`config.mk`:
```
export PLATFORM = sky130hd
export DESIGN_NAME = note_sequencer_flat
export DESIGN_NICKNAME = d
export VERILOG_FILES = /design/src/rtl/note_sequencer_pkg.sv /design/src/rtl/note_sequencer_if.sv /design/src/rtl/note_sequencer.sv /design/src/flat_wrapper.sv
export SDC_FILE = /design/constraint.sdc
export NUM_CORES = 1
export LEC_CHECK = 0
export BUFFER_PORTS_ARGS = -buffer_cell sky130_fd_sc_hd__buf_4
export CORE_UTILIZATION = 50
export DETAILED_ROUTE_END_ITERATION = 10
export GPL_TIMING_DRIVEN = 0
export PLACE_DENSITY = 0.79
export SLEW_MARGIN = 40
export SYNTH_ARGS = -nofsm -noshare
export SYNTH_HDL_FRONTEND = slang
export SYNTH_SLANG_ARGS = --single-unit
export TNS_END_PERCENT = 1
```
`constraint.sdc`:
```
create_clock -name sys_clk -period 2.3 [get_ports sys_clk]
set_input_delay 0.345 -clock sys_clk [delete_from_list [all_inputs] [get_ports sys_clk]]
set_output_delay 0.345 -clock sys_clk [all_outputs]
set_load 0.05 [all_outputs]
```
`src/rtl/note_sequencer_pkg.sv`:
```
// audio_seq_pkg: shared types and defaults for the note sequencer.
//   seq_state_t : RAM-access FSM state encoding
//   NOTE_REST   : note word value meaning "silence, no trigger"
//   SEQ_ADDR_W  : default step address width (16 steps)
//   SEQ_DATA_W  : default note word width (Hz)
package audio_seq_pkg;

    typedef enum logic [1:0] {
        ST_IDLE,
        ST_WRITE,
        ST_READ,
        ST_LOAD
    } seq_state_t;

    localparam int NOTE_REST  = 0;
    localparam int SEQ_ADDR_W = 4;
    localparam int SEQ_DATA_W = 16;

endpackage

```
`src/rtl/note_sequencer_if.sv`:
```
// note_sequencer_if: edit write channel into the note RAM.
//   wr_req  : request, held until wr_ack
//   wr_addr : step to overwrite, stable while wr_req is high
//   wr_data : new note word, stable while wr_req is high
//   wr_ack  : one-cycle pulse coincident with the RAM write
// master = editor side, slave = sequencer side.
interface note_sequencer_if
    import audio_seq_pkg::*;
#(
    parameter int ADDR_W = SEQ_ADDR_W,
    parameter int DATA_W = SEQ_DATA_W
);
    logic              wr_req;
    logic [ADDR_W-1:0] wr_addr;
    logic [DATA_W-1:0] wr_data;
    logic              wr_ack;

    modport master (output wr_req, output wr_addr, output wr_data, input wr_ack);
    modport slave  (input wr_req, input wr_addr, input wr_data, output wr_ack);
endinterface

```
`src/rtl/note_sequencer.sv`:
```
// note_sequencer: steps through a single-port note RAM on each tempo tick and
// drives freq/note_start, sharing the RAM port with an edit write channel.
//   sys_clk, reset : clock, asynchronous active-high reset
//   run            : playback enable (level)
//   step_tick      : one-cycle tempo pulse
//   length         : index of last step, sequence loops 0..length
//   wr             : edit write channel (slave side)
//   ram_*          : RAM port (address, write enable, write data, read data)
//   freq           : current note frequency, 0 during a rest
//   note_start     : one-cycle envelope trigger
//   step_idx       : index of the step last loaded
//   busy           : FSM not idle
//   overrun        : sticky, a tick was dropped
module note_sequencer
    import audio_seq_pkg::*;
#(
    parameter int ADDR_W = SEQ_ADDR_W,
    parameter int DATA_W = SEQ_DATA_W,
    parameter int RD_LAT = 2
)(
    input  logic              sys_clk,
    input  logic              reset,
    input  logic              run,
    input  logic              step_tick,
    input  logic [ADDR_W-1:0] length,
    note_sequencer_if.slave   wr,
    output logic [ADDR_W-1:0] ram_addr,
    output logic              ram_wren,
    output logic [DATA_W-1:0] ram_wdata,
    input  logic [DATA_W-1:0] ram_rdata,
    output logic [DATA_W-1:0] freq,
    output logic              note_start,
    output logic [ADDR_W-1:0] step_idx,
    output logic              busy,
    output logic              overrun
);

    localparam logic [1:0] RD_LAST = 2'(RD_LAT - 1);

    seq_state_t        state_q, state_d;
    logic [1:0]        rd_cnt_q, rd_cnt_d;
    logic [ADDR_W-1:0] ptr_q, ptr_d;
    logic              tick_pend_q, tick_pend_d;
    logic              overrun_q, overrun_d;
    logic [DATA_W-1:0] note_q, note_d;
    logic [DATA_W-1:0] freq_q, freq_d;
    logic              note_start_q, note_start_d;
    logic [ADDR_W-1:0] step_idx_q, step_idx_d;
    logic [ADDR_W-1:0] ram_addr_q, ram_addr_d;
    logic              ram_wren_q, ram_wren_d;
    logic [DATA_W-1:0] ram_wdata_q, ram_wdata_d;
    logic              wr_ack_q, wr_ack_d;
    logic              busy_q, busy_d;
    logic              tick;

    assign tick = run & step_tick;

    always_comb begin
        state_d      = state_q;
        rd_cnt_d     = rd_cnt_q;
        ptr_d        = ptr_q;
        tick_pend_d  = tick_pend_q;
        overrun_d    = overrun_q;
        note_d       = note_q;
        freq_d       = freq_q;
        note_start_d = 1'b0;
        step_idx_d   = step_idx_q;
        ram_addr_d   = ram_addr_q;
        ram_wren_d   = 1'b0;
        ram_wdata_d  = ram_wdata_q;
        wr_ack_d     = 1'b0;

        unique case (state_q)
            ST_IDLE: begin
                // A tick arriving in this very cycle counts as pending, so a
                // tick and a write request first seen together read first.
                if (tick_pend_q || tick) begin
                    state_d     = ST_READ;
                    rd_cnt_d    = '0;
                    ram_addr_d  = ptr_q;
                    tick_pend_d = 1'b0;
                    if (tick_pend_q && tick) overrun_d = 1'b1;
                end else if (wr.wr_req) begin
                    state_d     = ST_WRITE;
                    ram_wren_d  = 1'b1;
                    ram_addr_d  = wr.wr_addr;
                    ram_wdata_d = wr.wr_data;
                    wr_ack_d    = 1'b1;
                end
            end
            ST_WRITE: begin
                state_d = ST_IDLE;
                if (tick) begin
                    if (tick_pend_q) overrun_d = 1'b1;
                    else             tick_pend_d = 1'b1;
                end
            end
            ST_READ: begin
                if (tick) overrun_d = 1'b1;
                if (rd_cnt_q == RD_LAST) begin
                    note_d  = ram_rdata;
                    state_d = ST_LOAD;
                end else begin
                    rd_cnt_d = rd_cnt_q + 2'd1;
                end
            end
            ST_LOAD: begin
                if (tick) overrun_d = 1'b1;
                step_idx_d = ptr_q;
                if (note_q != DATA_W'(NOTE_REST)) begin
                    freq_d       = note_q;
                    note_start_d = 1'b1;
                end else begin
                    freq_d = '0;
                end
                // >= rather than == so a shortened loop wraps immediately.
                ptr_d   = (ptr_q >= length) ? '0 : ptr_q + 1'b1;
                state_d = ST_IDLE;
            end
            default: state_d = ST_IDLE;
        endcase

        // Stopping playback rewinds and forgets ticks; an in-flight read
        // still completes but cannot move the pointer.
        if (!run) begin
            tick_pend_d = 1'b0;
            overrun_d   = 1'b0;
            ptr_d       = '0;
        end

        busy_d = (state_d != ST_IDLE);
    end

    always_ff @(posedge sys_clk or posedge reset) begin
        if (reset) begin
            state_q      <= ST_IDLE;
            rd_cnt_q     <= '0;
            ptr_q        <= '0;
            tick_pend_q  <= 1'b0;
            overrun_q    <= 1'b0;
            note_q       <= '0;
            freq_q       <= '0;
            note_start_q <= 1'b0;
            step_idx_q   <= '0;
            ram_addr_q   <= '0;
            ram_wren_q   <= 1'b0;
            ram_wdata_q  <= '0;
            wr_ack_q     <= 1'b0;
            busy_q       <= 1'b0;
        end else begin
            state_q      <= state_d;
            rd_cnt_q     <= rd_cnt_d;
            ptr_q        <= ptr_d;
            tick_pend_q  <= tick_pend_d;
            overrun_q    <= overrun_d;
            note_q       <= note_d;
            freq_q       <= freq_d;
            note_start_q <= note_start_d;
            step_idx_q   <= step_idx_d;
            ram_addr_q   <= ram_addr_d;
            ram_wren_q   <= ram_wren_d;
            ram_wdata_q  <= ram_wdata_d;
            wr_ack_q     <= wr_ack_d;
            busy_q       <= busy_d;
        end
    end

    assign ram_addr   = ram_addr_q;
    assign ram_wren   = ram_wren_q;
    assign ram_wdata  = ram_wdata_q;
    assign wr.wr_ack  = wr_ack_q;
    assign freq       = freq_q;
    assign note_start = note_start_q;
    assign step_idx   = step_idx_q;
    assign busy       = busy_q;
    assign overrun    = overrun_q;

endmodule

```
`src/flat_wrapper.sv`:
```
// flat-port wrapper written by rule: the top's interface ports become plain ports
module note_sequencer_flat import audio_seq_pkg::*;
#(
    parameter int ADDR_W = SEQ_ADDR_W,
    parameter int DATA_W = SEQ_DATA_W,
    parameter int RD_LAT = 2
)
  (sys_clk, reset, run, step_tick, length, ram_addr, ram_wren, ram_wdata, ram_rdata, freq, note_start, step_idx, busy, overrun, wr_wr_req, wr_wr_addr, wr_wr_data, wr_wr_ack);
  note_sequencer_if #(.ADDR_W(ADDR_W), .DATA_W(DATA_W)) wr_i ();
  input  logic sys_clk;
  input  logic reset;
  input  logic run;
  input  logic step_tick;
  input  logic [ADDR_W-1:0] length;
  output logic [ADDR_W-1:0] ram_addr;
  output logic ram_wren;
  output logic [DATA_W-1:0] ram_wdata;
  input  logic [DATA_W-1:0] ram_rdata;
  output logic [DATA_W-1:0] freq;
  output logic note_start;
  output logic [ADDR_W-1:0] step_idx;
  output logic busy;
  output logic overrun;
  input wire logic [$bits(wr_i.wr_req)-1:0] wr_wr_req;
  input wire logic [$bits(wr_i.wr_addr)-1:0] wr_wr_addr;
  input wire logic [$bits(wr_i.wr_data)-1:0] wr_wr_data;
  output wire logic [$bits(wr_i.wr_ack)-1:0] wr_wr_ack;
  assign wr_i.wr_req = wr_wr_req;
  assign wr_i.wr_addr = wr_wr_addr;
  assign wr_i.wr_data = wr_wr_data;
  assign wr_wr_ack = wr_i.wr_ack;
  note_sequencer #(.ADDR_W(ADDR_W), .DATA_W(DATA_W), .RD_LAT(RD_LAT)) u_core (.sys_clk(sys_clk), .reset(reset), .run(run), .step_tick(step_tick), .length(length), .wr(wr_i), .ram_addr(ram_addr), .ram_wren(ram_wren), .ram_wdata(ram_wdata), .ram_rdata(ram_rdata), .freq(freq), .note_start(note_start), .step_idx(step_idx), .busy(busy), .overrun(overrun));
endmodule
```
==> reports/results.ini, run 1 <==
[final_layout]
drive_gt1_share_pct=40.69
design_area_mm2=0.003834
layout-area-overhead-vs-synth_pct=34.92
final_std_cells_w_o_fill=421
number_of_nets_in_the_layout=395
fill_cells=419
antenna_cells=0

[floorplan]
rows=27
top_level_ports=90
coreArea_mm2=0.005507
dieHeight_um=77.39
floorplan.die_area_mm2=0.005988
die_w_um=77.39
initial_utilization_pct=51.60

[yosys]
synth-edff-count=0
yosys_most_used_dff=sky130_fd_sc_hd__dfrtp_1
netlist-cell-type-count=35
synth_area_leader_cell=sky130_fd_sc_hd__dfrtp_1
yosysMostFrequentCell=sky130_fd_sc_hd__dfrtp_1
synth.top_cells.by_area=sky130_fd_sc_hd__dfrtp_1 61%, sky130_fd_sc_hd__nand2_1 8.2%, sky130_fd_sc_hd__mux2_2 7.1%, sky130_fd_sc_hd__a22o_1 2.8%, sky130_fd_sc_hd__ha_1 2.6%
syn_nets=293
yosys_register_bits=69
async_sr_flop_fraction_pct=100.0
synth.yosys.seq_area_share_pct=60.77
synth-warning-count=0
syn-cell-area_mm2=0.002841
synthTopCellsByCount=69 x sky130_fd_sc_hd__dfrtp_1, 62 x sky130_fd_sc_hd__nand2_1, 18 x sky130_fd_sc_hd__mux2_2
synth.top_cell.area_share_pct=60.77
syn_area_per_cell_um2=11.74
synthesis.instances=242

[critical_path]
element_type_at_the_critical_path_end=flop
start_kind=flop
worst_ep_required_time_ns=2.56
critical_path_peak_fanout=5
path_class=flop to flop
cp.arrival_ns=2.14

[detailed_routing]
viasPerCell=5.202
antenna_violating_nets_post_route=0
detail_route.first_pass.iterations=6
vias_after_detailed_routing=2190
postRouteWirelength_um=5833
drt_iter0_drc=153
drc_errors=0
drt-wirelength-per-cell_um=13.86

[clock_network]
latest_clock_arrival_within_the_worst_skew_pair_ns=0.34
buffer_depth_of_the_longest_clock_path=2
cts-buffers-inserted=9
tritoncts_clock_tree=done
cts_root_buf=sky130_fd_sc_hd__clkbuf_8
clkSlewWorstSetupHoldPaths_ns=0.08
htreeDepth=3
clkSinkCount=69

[timing]
hold_ws_ns=0.1940
max_slew_margin_pct=63.46
worst_clock_skew_ns=0.01344
fmax_mhz=531.6
period_share_pct=81.79
worst_pin_slew_ns=0.5424
grt_setup_unrepaired=false
final-hold-violation-count=0
layout_min_cycle_time_ns=1.881
finalSetupViolCount=0
final-max-slew-violation-count=0

[pwr]
ir_drop_mv=1.048
powerDensity_mw_per_mm2=1586
static-leakage-power_nw=1.939

[run]
max_cap_violations=0

[outcome]
outcome=finished clean

[grt]
grt_max_degree=43
globalRouteTotalUtil_pct=21.28
grt_overflow_total=0
grt_first_pass_wirelength_um=9846
antenna_found_initial=0
first_global_vias=2233

[place]
port-buffer-count=89
numPlacedInstances=404
routabilityCongestion=0.7634
placement.cell_area_mm2=0.003622
hpwl_um=4264

[worst_hold_path]
hp-class=primary input to flop

power breakdown:
| part | switching, mW | total [mW] | leakage, nW | internal [mW] |
|---|---|---|---|---|
| Sequential | 0.360 | 2.11 | 0.858 | 1.75 |
| Clock | 0.453 | 0.986 | 0.0995 | 0.533 |
| Combinational | 1.96 | 2.99 | 0.982 | 1.03 |
cells in the final DEF (no fill, tap or decap), types with 2 or more instances in the layout:
cell type / netlist / layout
sky130_fd_sc_hd__a21o_1: 2 / 2
sky130_fd_sc_hd__buf_6: 2 / 2
sky130_fd_sc_hd__nand2_1: 62 / 62
sky130_fd_sc_hd__dfrtp_1: 69 / 69
sky130_fd_sc_hd__ha_1: 6 / 6
sky130_fd_sc_hd__a22o_1: 9 / 9
sky130_fd_sc_hd__o22ai_1: 2 / 2
sky130_fd_sc_hd__o21ai_0: 5 / 5
sky130_fd_sc_hd__clkinv_4: 0 / 2
sky130_fd_sc_hd__inv_1: 12 / 11
sky130_fd_sc_hd__nor4_1: 5 / 5
sky130_fd_sc_hd__mux2_2: 18 / 18
sky130_fd_sc_hd__a21oi_1: 5 / 5
sky130_fd_sc_hd__a22o_2: 7 / 7
sky130_fd_sc_hd__nor2_1: 6 / 6
sky130_fd_sc_hd__clkbuf_8: 0 / 10
sky130_fd_sc_hd__clkbuf_1: 3 / 4
sky130_fd_sc_hd__a31oi_1: 5 / 5
sky130_fd_sc_hd__nor3_1: 2 / 2
sky130_fd_sc_hd__nand3_1: 2 / 2
sky130_fd_sc_hd__buf_4: 1 / 90
sky130_fd_sc_hd__o211ai_1: 4 / 4
flip-flops by register name (all words and copies together) (netlist names), 2 cells and up:
name and count:
u_core.freq 16, u_core.note_q 16, u_core.ram_wdata 16, u_core.ptr_q 4, u_core.ram_addr 4, u_core.step_idx 4, u_core.rd_cnt_q 2, u_core.state_q 2
kinds of logic (layout without fill, tap and decap cells):
| group | Yosys count | after routing | synth area share (%) |
|---|---|---|---|
| compound gates | 44 | 44 | 12.81 |
| fa+ha+maj | 6 | 6 | 2.642 |
| buf+inv | 20 | 127 | 3.346 |
| flops | 69 | 69 | 60.77 |
| mux | 19 | 19 | 7.530 |
| simple gates | 84 | 84 | 12.90 |
worst paths after layout:
check	startpoint	endpoint	slack, ns	depth (start not counted)
worst max-delay path	u_core.ptr_q[0]$_DFFE_PP0P_	u_core.ptr_q[3]$_DFFE_PP0P_	0.42	6
worst min-delay path	ram_rdata[15]	u_core.note_q[15]$_DFFE_PP0P_	0.19	3
worst max register to register	u_core.ptr_q[0]$_DFFE_PP0P_	u_core.ptr_q[3]$_DFFE_PP0P_	0.42	6
worst min register to register	u_core.rd_cnt_q[0]$_DFFE_PP0P_	u_core.rd_cnt_q[0]$_DFFE_PP0P_	0.48	1
max in group asynchronous	reset	u_core.note_q[2]$_DFFE_PP0P_	1.21	4
min in group asynchronous	reset	u_core.freq[9]$_DFFE_PP0N_	0.56	3
layer usage:
layer,vias up,global-route usage (%),share of wire [%]
met2,68,34.16,50
li1,1044,-,-
met5,-,0,0
met3,9,3.765,4.9
met1,1069,27.92,43
met4,0,10.57,1.6
critical path: stages (launching register included):
cell                        delay (ns)
sky130_fd_sc_hd__dfrtp_1          0.43
sky130_fd_sc_hd__inv_1            0.09
sky130_fd_sc_hd__ha_1             0.27
sky130_fd_sc_hd__nand2b_1         0.18
sky130_fd_sc_hd__a2111oi_4        0.49
sky130_fd_sc_hd__o211ai_1         0.16
sky130_fd_sc_hd__a31oi_1          0.18
stage by stage:
stage          TNS, ns  utilization, %  setup slack, ns  total power, mW
5_1_grt              0           69.62           0.2698            6.424
6_report             0           69.62           0.4187            6.081
2_1_floorplan        0               -           0.2151            4.207
3_3_place_gp    -37.79           65.37          -0.5508            5.036
4_1_cts              0           69.62           0.4192            6.121
3_5_place_dp         0           65.78           0.4312            5.131
cell type report:
class	instances	area, um2	area share, %
Sequential cell	69	1727	45.04
Clock inverter	5	60.06	1.567
Tap cell	72	90.09	2.350
Multi-Input combinational cell	153	1020	26.60
Buffer	7	46.29	1.208
Inverter	13	51.30	1.338
Timing Repair Buffer	91	698.2	18.21
Clock buffer	11	141.4	3.688
timing repair:
item,4_1_cts,5_1_grt
buffers inserted,0,0
hold buffers,1,0
gates resized for setup,0,0
hold endpoints to repair,18,0
(Power assumes the default switching activity.)
==> run 2: changes to the inputs <==
Settings changed: CORE_UTILIZATION 50 to 45, PLACE_DENSITY 0.79 to 0.75.
Clock period 2.3 ns to 1.57 ns, I/O delays scaled along.
==> run 2 against run 1 <==
- the flow now finishes with violations (setup timing)
- clock power rose by 31%
- first-iteration DRC count fell by 42%
- cell area rose by 2.6%
- hold slack got worse by 0.11 ns
- routed wire length rose by 5.8%
- power rose by 47%
- clock skew fell by 0.0017 ns
- non-clock buffer count rose by 5
- critical path type unchanged
- utilization fell by 4.0 points
- setup slack got worse by 0.48 ns
- largest power group unchanged
==> reports/results.ini, run 2 (synthesis gave the netlist of run 1 again) <==
[critical_path]
path_class=flop to flop
worstReg2RegStart=u_core.ptr_q[0]$_DFFE_PP0P_
cp.arrival_ns=1.88  ; -0.26 ns
crit_slowest_cell=sky130_fd_sc_hd__a2111oi_4
worst_ep_required_time_ns=1.82  ; -0.74 ns
start_kind=flop
element_type_at_the_critical_path_end=flop
timing.critical_path.max_delay_family=compound AO/OA/AOI/OAI gates
crit_chain=inv_2 -> ha_4 -> nand2b_4 -> a2111oi_4 -> o211ai_1 -> a31oi_1
crit_buf_inv=1  ; unchanged
critical_path_peak_fanout=5  ; unchanged
critical_path.max_stage_delay_ns=0.42  ; -0.07 ns
ff2ff_setup_slack_ns=-0.06  ; -0.48 ns
crit_path_launch=u_core.ptr_q[0]$_DFFE_PP0P_

[timing]
worst_clock_skew_ns=0.01173  ; -0.001711 ns
finalSetupViolCount=3  ; +3
layout_min_cycle_time_ns=1.630  ; -0.2512 ns
final-hold-violation-count=0  ; unchanged
worst_slack_ns=-0.06004  ; -0.4788 ns
period_share_pct=103.8  ; +22 points
grt_setup_unrepaired=true
worst_pin_slew_ns=0.5576  ; +0.01521 ns
max_slew_margin_pct=62.75  ; -0.71 points
hold_ws_ns=0.08786  ; -0.1061 ns
final-max-slew-violation-count=0  ; unchanged
fmax_mhz=613.5  ; +15%

[pwr]
intPower_mw=4.769  ; +44%
ir_drop_mv=1.410  ; +34%
pwr-share-seq_pct=35.2  ; +0.5 points
static-leakage-power_nw=1.976  ; +1.9%
net-switching-power_mw=4.146  ; +50%
total_power_mw=8.916  ; +47%
power.combinational.fraction_pct=50.3  ; +1.2 points
powerDensity_mw_per_mm2=2266  ; +43%
clock_power_share_pct=14.5  ; -1.7 points
sw_frac_of_total_pct=46.50  ; +0.96 points

[outcome]
outcome=finished with violations
violated_checks=setup timing

[clock_network]
clkSlewWorstSetupHoldPaths_ns=0.08  ; about the same
cts_root_buf=sky130_fd_sc_hd__clkbuf_8
buffer_depth_of_the_longest_clock_path=2  ; unchanged
htreeDepth=3  ; unchanged
latest_clock_arrival_within_the_worst_skew_pair_ns=0.33  ; about the same
clkSinkCount=69  ; unchanged
tritoncts_clock_tree=done
cts-buffers-inserted=9  ; unchanged

[grt]
grtUsageMet2_pct=32.83  ; -1.3 points
grt_first_pass_wirelength_um=10270  ; +4.3%
globalRouteMet3Util_pct=5.000  ; +1.2 points
globalRouteTotalUtil_pct=20.67  ; -0.61 points
antenna_found_initial=0  ; unchanged
first_global_vias=2233  ; unchanged
gr-usage-met1_pct=26.65  ; -1.3 points
grt_overflow_total=0  ; unchanged
grt.busiest_layer=met2
grt_max_degree=26  ; -40%

[detailed_routing]
drt-wirelength-per-cell_um=14.41  ; +4.0%
postRouteWirelength_um=6169  ; +5.8%
viasPerCell=5.194  ; -0.15%
drt_iter0_drc=88  ; -42%
vias_after_detailed_routing=2223  ; +1.5%
antenna_violating_nets_post_route=0  ; unchanged
detail_route.first_pass.iterations=4  ; -2
drc_errors=0  ; unchanged

[place]
placement.setup.worst_slack_ns=-0.2816  ; -0.7128 ns
port-buffer-count=89  ; unchanged
numPlacedInstances=408  ; +0.99%
hpwl_um=4392  ; +3.0%
routabilityCongestion=0.7904  ; +3.5%

[floorplan]
dieHeight_um=81.47  ; +5.3%
coreArea_mm2=0.005991  ; +8.8%
die_w_um=81.47  ; +5.3%
rows=28  ; +3.7%
floorplan.die_area_mm2=0.006637  ; +11%
top_level_ports=90  ; unchanged
initial_utilization_pct=47.43  ; -4.2 points

[final_layout]
final_cell_mix=94 x sky130_fd_sc_hd__buf_4, 68 x sky130_fd_sc_hd__dfrtp_1, 62 x sky130_fd_sc_hd__nand2_1
mostFrequentLayoutCell=sky130_fd_sc_hd__buf_4
fill_cells=502  ; +20%
number_of_nets_in_the_layout=400  ; +1.3%
layout-area-overhead-vs-synth_pct=38.44
finish.utilization_pct=65.66  ; -4.0 points
final_std_cells_w_o_fill=428  ; +1.7%
antenna_cells=0  ; unchanged
drive_gt1_share_pct=44.19  ; +3.5 points

[run]
max_cap_violations=0  ; unchanged

[worst_hold_path]
timing.hold.worst.start=ram_rdata[13]
hp-class=primary input to flop

[run 2: cell types whose count changed in the layout (fill, tap and decap cells not counted), moves of 2 or more]
| cell | before | now |
|---|---|---|
| sky130_fd_sc_hd__nor4_1 | 5 | 2 |
| sky130_fd_sc_hd__clkinvlp_4 | 1 | 4 |
| sky130_fd_sc_hd__clkinv_4 | 2 | 0 |
| sky130_fd_sc_hd__buf_4 | 90 | 94 |
| sky130_fd_sc_hd__nor4_2 | 0 | 2 |
[run 2: metal layers]
layer / routed length [um] / vias to the layer above / part of all wire (%)
li1: - / 1052 / -
met1: 2657 / 1100 / 43
met2: 3083 / 60 / 50
met3: 315 / 11 / 5.1
met4: 112 / 0 / 1.8
met5: 0 / - / 0
[run 2: stage by stage]
stage                     setup TNS (ns)  cell area [um2]
final                            -0.1274             3934
after global routing             -0.5371             3934
after floorplan                  -0.2348             2845
after detailed placement          -5.260             3655
after CTS                        -0.1312             3916
after global placement            -4.713             3607
[run 2: repair_timing]
| item | 4_1_cts | 5_1_grt |
|---|---|---|
| hold buffers | 1 | 0 |
| endpoints found under the hold margin | 24 | 0 |
| pin swaps | 8 | 1 |
| buffers inserted | 4 | 0 |
| endpoints found under the setup margin | 32 | 26 |
| resized for setup | 10 | 3 |
[run 2: final cells by class]
cell class,instances,area (um2),area share [%]
clock buffers,10,137.6,3.499
clock inverters,5,36.28,0.9224
plain buffers,7,48.80,1.240
well taps,75,93.84,2.385
flip-flops and latches,69,1728,43.93
inverters,13,53.80,1.368
repair buffers,96,755.7,19.21
multi-input cells,153,1080,27.45
[run 2: worst paths after layout]
check,to,depth (start not counted)
setup / recovery,u_core.ptr_q[3]$_DFFE_PP0P_,6
hold / removal,u_core.note_q[13]$_DFFE_PP0P_,3
setup reg to reg,u_core.ptr_q[3]$_DFFE_PP0P_,6
hold reg to reg,u_core.rd_cnt_q[0]$_DFFE_PP0P_,1
max in group asynchronous,u_core.ptr_q[1]$_DFFE_PP0P_,5
min in group asynchronous,u_core.note_q[7]$_DFFE_PP0P_,3
[run 2: worst reg2reg max path: stages, from the launching register on]
cell,delay (ns)
sky130_fd_sc_hd__dfrtp_1,0.40
sky130_fd_sc_hd__inv_2,0.09
sky130_fd_sc_hd__ha_4,0.19
sky130_fd_sc_hd__nand2b_4,0.14
sky130_fd_sc_hd__a2111oi_4,0.42
sky130_fd_sc_hd__o211ai_1,0.14
sky130_fd_sc_hd__a31oi_1,0.18
[run 2: power by group through the flow]
stage	clock [mW]	sequential, mW	combinational (mW)
2_1_floorplan	0	4.77	1.39
3_3_place_gp	0	3.08	4.32
3_5_place_dp	0	3.12	4.41
4_1_cts	1.33	3.11	4.51
5_1_grt	1.39	3.26	4.81
6_report	1.29	3.14	4.49
==> run 3: changes to the inputs <==
Settings changed: TNS_END_PERCENT 1 to default.
==> run 3 against run 2 <==
- the flow still finishes with violations (setup timing)
- routed wire length up 0.11%
- clock skew up 0.00065 ns
- combinational power up 1%
- critical path type unchanged
- largest cell class unchanged
- largest power group unchanged
==> reports/results.ini, run 3 (synthesis gave the netlist of run 1 again) <==
[place]
routabilityCongestion=0.7827  ; -0.97%
hpwl_um=4477  ; +1.9%
placement.cell_area_mm2=0.003690  ; +0.96%
port-buffer-count=89  ; unchanged
placement.setup.worst_slack_ns=-0.2393  ; +0.04237 ns

[final_layout]
antenna_cells=0  ; unchanged
layout-area-overhead-vs-synth_pct=40.78
design_area_mm2=0.004000  ; +1.7%
number_of_nets_in_the_layout=402  ; +0.50%
finish.utilization_pct=66.77  ; +1.1 points
mostFrequentLayoutCell=sky130_fd_sc_hd__buf_4
drive_gt1_share_pct=45.22  ; +1.0 points
final_cell_mix=95 x sky130_fd_sc_hd__buf_4, 67 x sky130_fd_sc_hd__dfrtp_1, 62 x sky130_fd_sc_hd__nand2_1

[detailed_routing]
drc_errors=0  ; unchanged
viasPerCell=5.176  ; -0.34%
vias_after_detailed_routing=2231  ; +0.36%
drt-wirelength-per-cell_um=14.33  ; -0.58%
antenna_violating_nets_post_route=0  ; unchanged
detail_route.first_pass.iterations=4  ; unchanged
postRouteWirelength_um=6176  ; +0.11%
drt_iter0_drc=87  ; -1.1%

[floorplan]
coreArea_mm2=0.005991  ; unchanged
floorplan.die_area_mm2=0.006637  ; unchanged
die_w_um=81.47  ; unchanged
initial_utilization_pct=47.43  ; unchanged
rows=28  ; unchanged
top_level_ports=90  ; unchanged
dieHeight_um=81.47  ; unchanged

[clock_network]
tritoncts_clock_tree=done
htreeDepth=3  ; unchanged
clkSinkCount=69  ; unchanged
latest_clock_arrival_within_the_worst_skew_pair_ns=0.34  ; about the same
buffer_depth_of_the_longest_clock_path=2  ; unchanged
cts_root_buf=sky130_fd_sc_hd__clkbuf_8
clkSlewWorstSetupHoldPaths_ns=0.08  ; about the same
cts-buffers-inserted=9  ; unchanged

[timing]
worst_pin_slew_ns=0.4843  ; -0.07328 ns
layout_min_cycle_time_ns=1.582  ; -0.04755 ns
worst_clock_skew_ns=0.01237  ; +0.0006456 ns
final-max-slew-violation-count=0  ; unchanged
fmax_mhz=631.9  ; +3.0%
finalSetupViolCount=2  ; -1
period_share_pct=100.8  ; -3.0 points
grt_setup_unrepaired=true
max_slew_margin_pct=67.71  ; +5.0 points
worst_slack_ns=-0.01250  ; +0.04755 ns
final-hold-violation-count=0  ; unchanged

[outcome]
outcome=finished with violations
violated_checks=setup timing

[pwr]
net-switching-power_mw=4.162  ; +0.39%
power.combinational.fraction_pct=50.0  ; -0.3 points
pwr-share-seq_pct=34.7  ; -0.5 points
clock_power_share_pct=15.3  ; +0.8 points
static-leakage-power_nw=2.007  ; +1.6%
powerDensity_mw_per_mm2=2270  ; +0.16%
total_power_mw=9.080  ; +1.8%
intPower_mw=4.918  ; +3.1%
ir_drop_mv=1.320  ; -6.4%
sw_frac_of_total_pct=45.84  ; -0.67 points

[critical_path]
start_kind=flop
cp.arrival_ns=1.84  ; -0.04 ns
element_type_at_the_critical_path_end=flop
worst_ep_required_time_ns=1.82  ; about the same
path_class=flop to flop
critical_path_peak_fanout=6  ; +1

[grt]
grt_overflow_total=0  ; unchanged
antenna_found_initial=0  ; unchanged
grt_first_pass_wirelength_um=10180  ; -0.88%
grt_max_degree=25  ; -3.8%
globalRouteTotalUtil_pct=20.70  ; +0.029 points
first_global_vias=2247  ; +0.63%

[worst_hold_path]
hp-class=primary input to flop

[run]
max_cap_violations=0  ; unchanged

run 3: changes by cell type in the layout (fill, tap and decap cells not counted), sizes merged:
cell      previous run  this run
inv                 12        11
clkinvlp             4         3
buf                 98       100
clkinv               2         4
bufinv               0         1
run 3: cell type report:
class,instances,area [um2]
fill,478,1991
sequential,69,1729
multi-input combinational,153,1091
timing repair buffer,98,790.8
clock buffer,10,127.6
tap,75,93.84
clock inverter,6,63.81
inverter,13,53.80
buffer,7,50.05
run 3: metal layers:
metal	vias up	share of wire [%]	track usage [%]	wire length, um
li1	1062	-	-	-
met1	1100	42	26.45	2623
met2	62	51	33.00	3156
met3	7	5.0	6.111	306
met4	0	1.4	8.214	89
met5	-	0	0	0
run 3: metrics by stage:
stage / cells / setup TNS [ns] / hold WS (ns)
6_report: 431 / -0.02260 / 0.08026
5_1_grt: 431 / -0.3607 / 0.07346
3_3_place_gp: 406 / -4.361 / 0.4250
4_1_cts: 430 / -0.1293 / 0.07050
2_1_floorplan: 242 / 0 / 0.3409
3_5_place_dp: 409 / -4.505 / 0.1993
run 3: final timing paths:
kind	startpoint	end	slack, ns	depth (start not counted)
worst max-delay path	u_core.ptr_q[3]$_DFFE_PP0P_	u_core.ptr_q[3]$_DFFE_PP0P_	-0.01	5
worst min-delay path	ram_rdata[13]	u_core.note_q[13]$_DFFE_PP0P_	0.08	3
worst max register to register	u_core.ptr_q[3]$_DFFE_PP0P_	u_core.ptr_q[3]$_DFFE_PP0P_	-0.01	5
worst min register to register	u_core.rd_cnt_q[0]$_DFFE_PP0P_	u_core.rd_cnt_q[0]$_DFFE_PP0P_	0.48	1
max in group asynchronous	reset	u_core.ptr_q[1]$_DFFE_PP0P_	0.61	5
min in group asynchronous	reset	u_core.freq[8]$_DFFE_PP0N_	0.39	3
run 3: what timing repair did:
action	in CTS	in global routing
hold buffers	1	0
resized for setup	7	11
setup buffers	4	1
hold endpoints to repair	6	0
pin swaps	7	2
endpoints found under the setup margin	32	33
run 3: worst max-delay path, stage by stage, from the launching register on:
cell                       delay (ns)
sky130_fd_sc_hd__dfrtp_2         0.45
sky130_fd_sc_hd__ha_1            0.25
sky130_fd_sc_hd__or3_1           0.40
sky130_fd_sc_hd__o21ai_2         0.11
sky130_fd_sc_hd__o211ai_1        0.13
sky130_fd_sc_hd__a31oi_1         0.17
run 3: power by group through the flow:
stage	clock network, mW	registers [mW]	logic [mW]
after floorplan	0	4.77	1.40
after global placement	0	3.08	4.33
after detailed placement	0	3.12	4.45
after CTS	1.42	3.10	4.52
after global routing	1.51	3.26	4.84
final	1.39	3.15	4.54
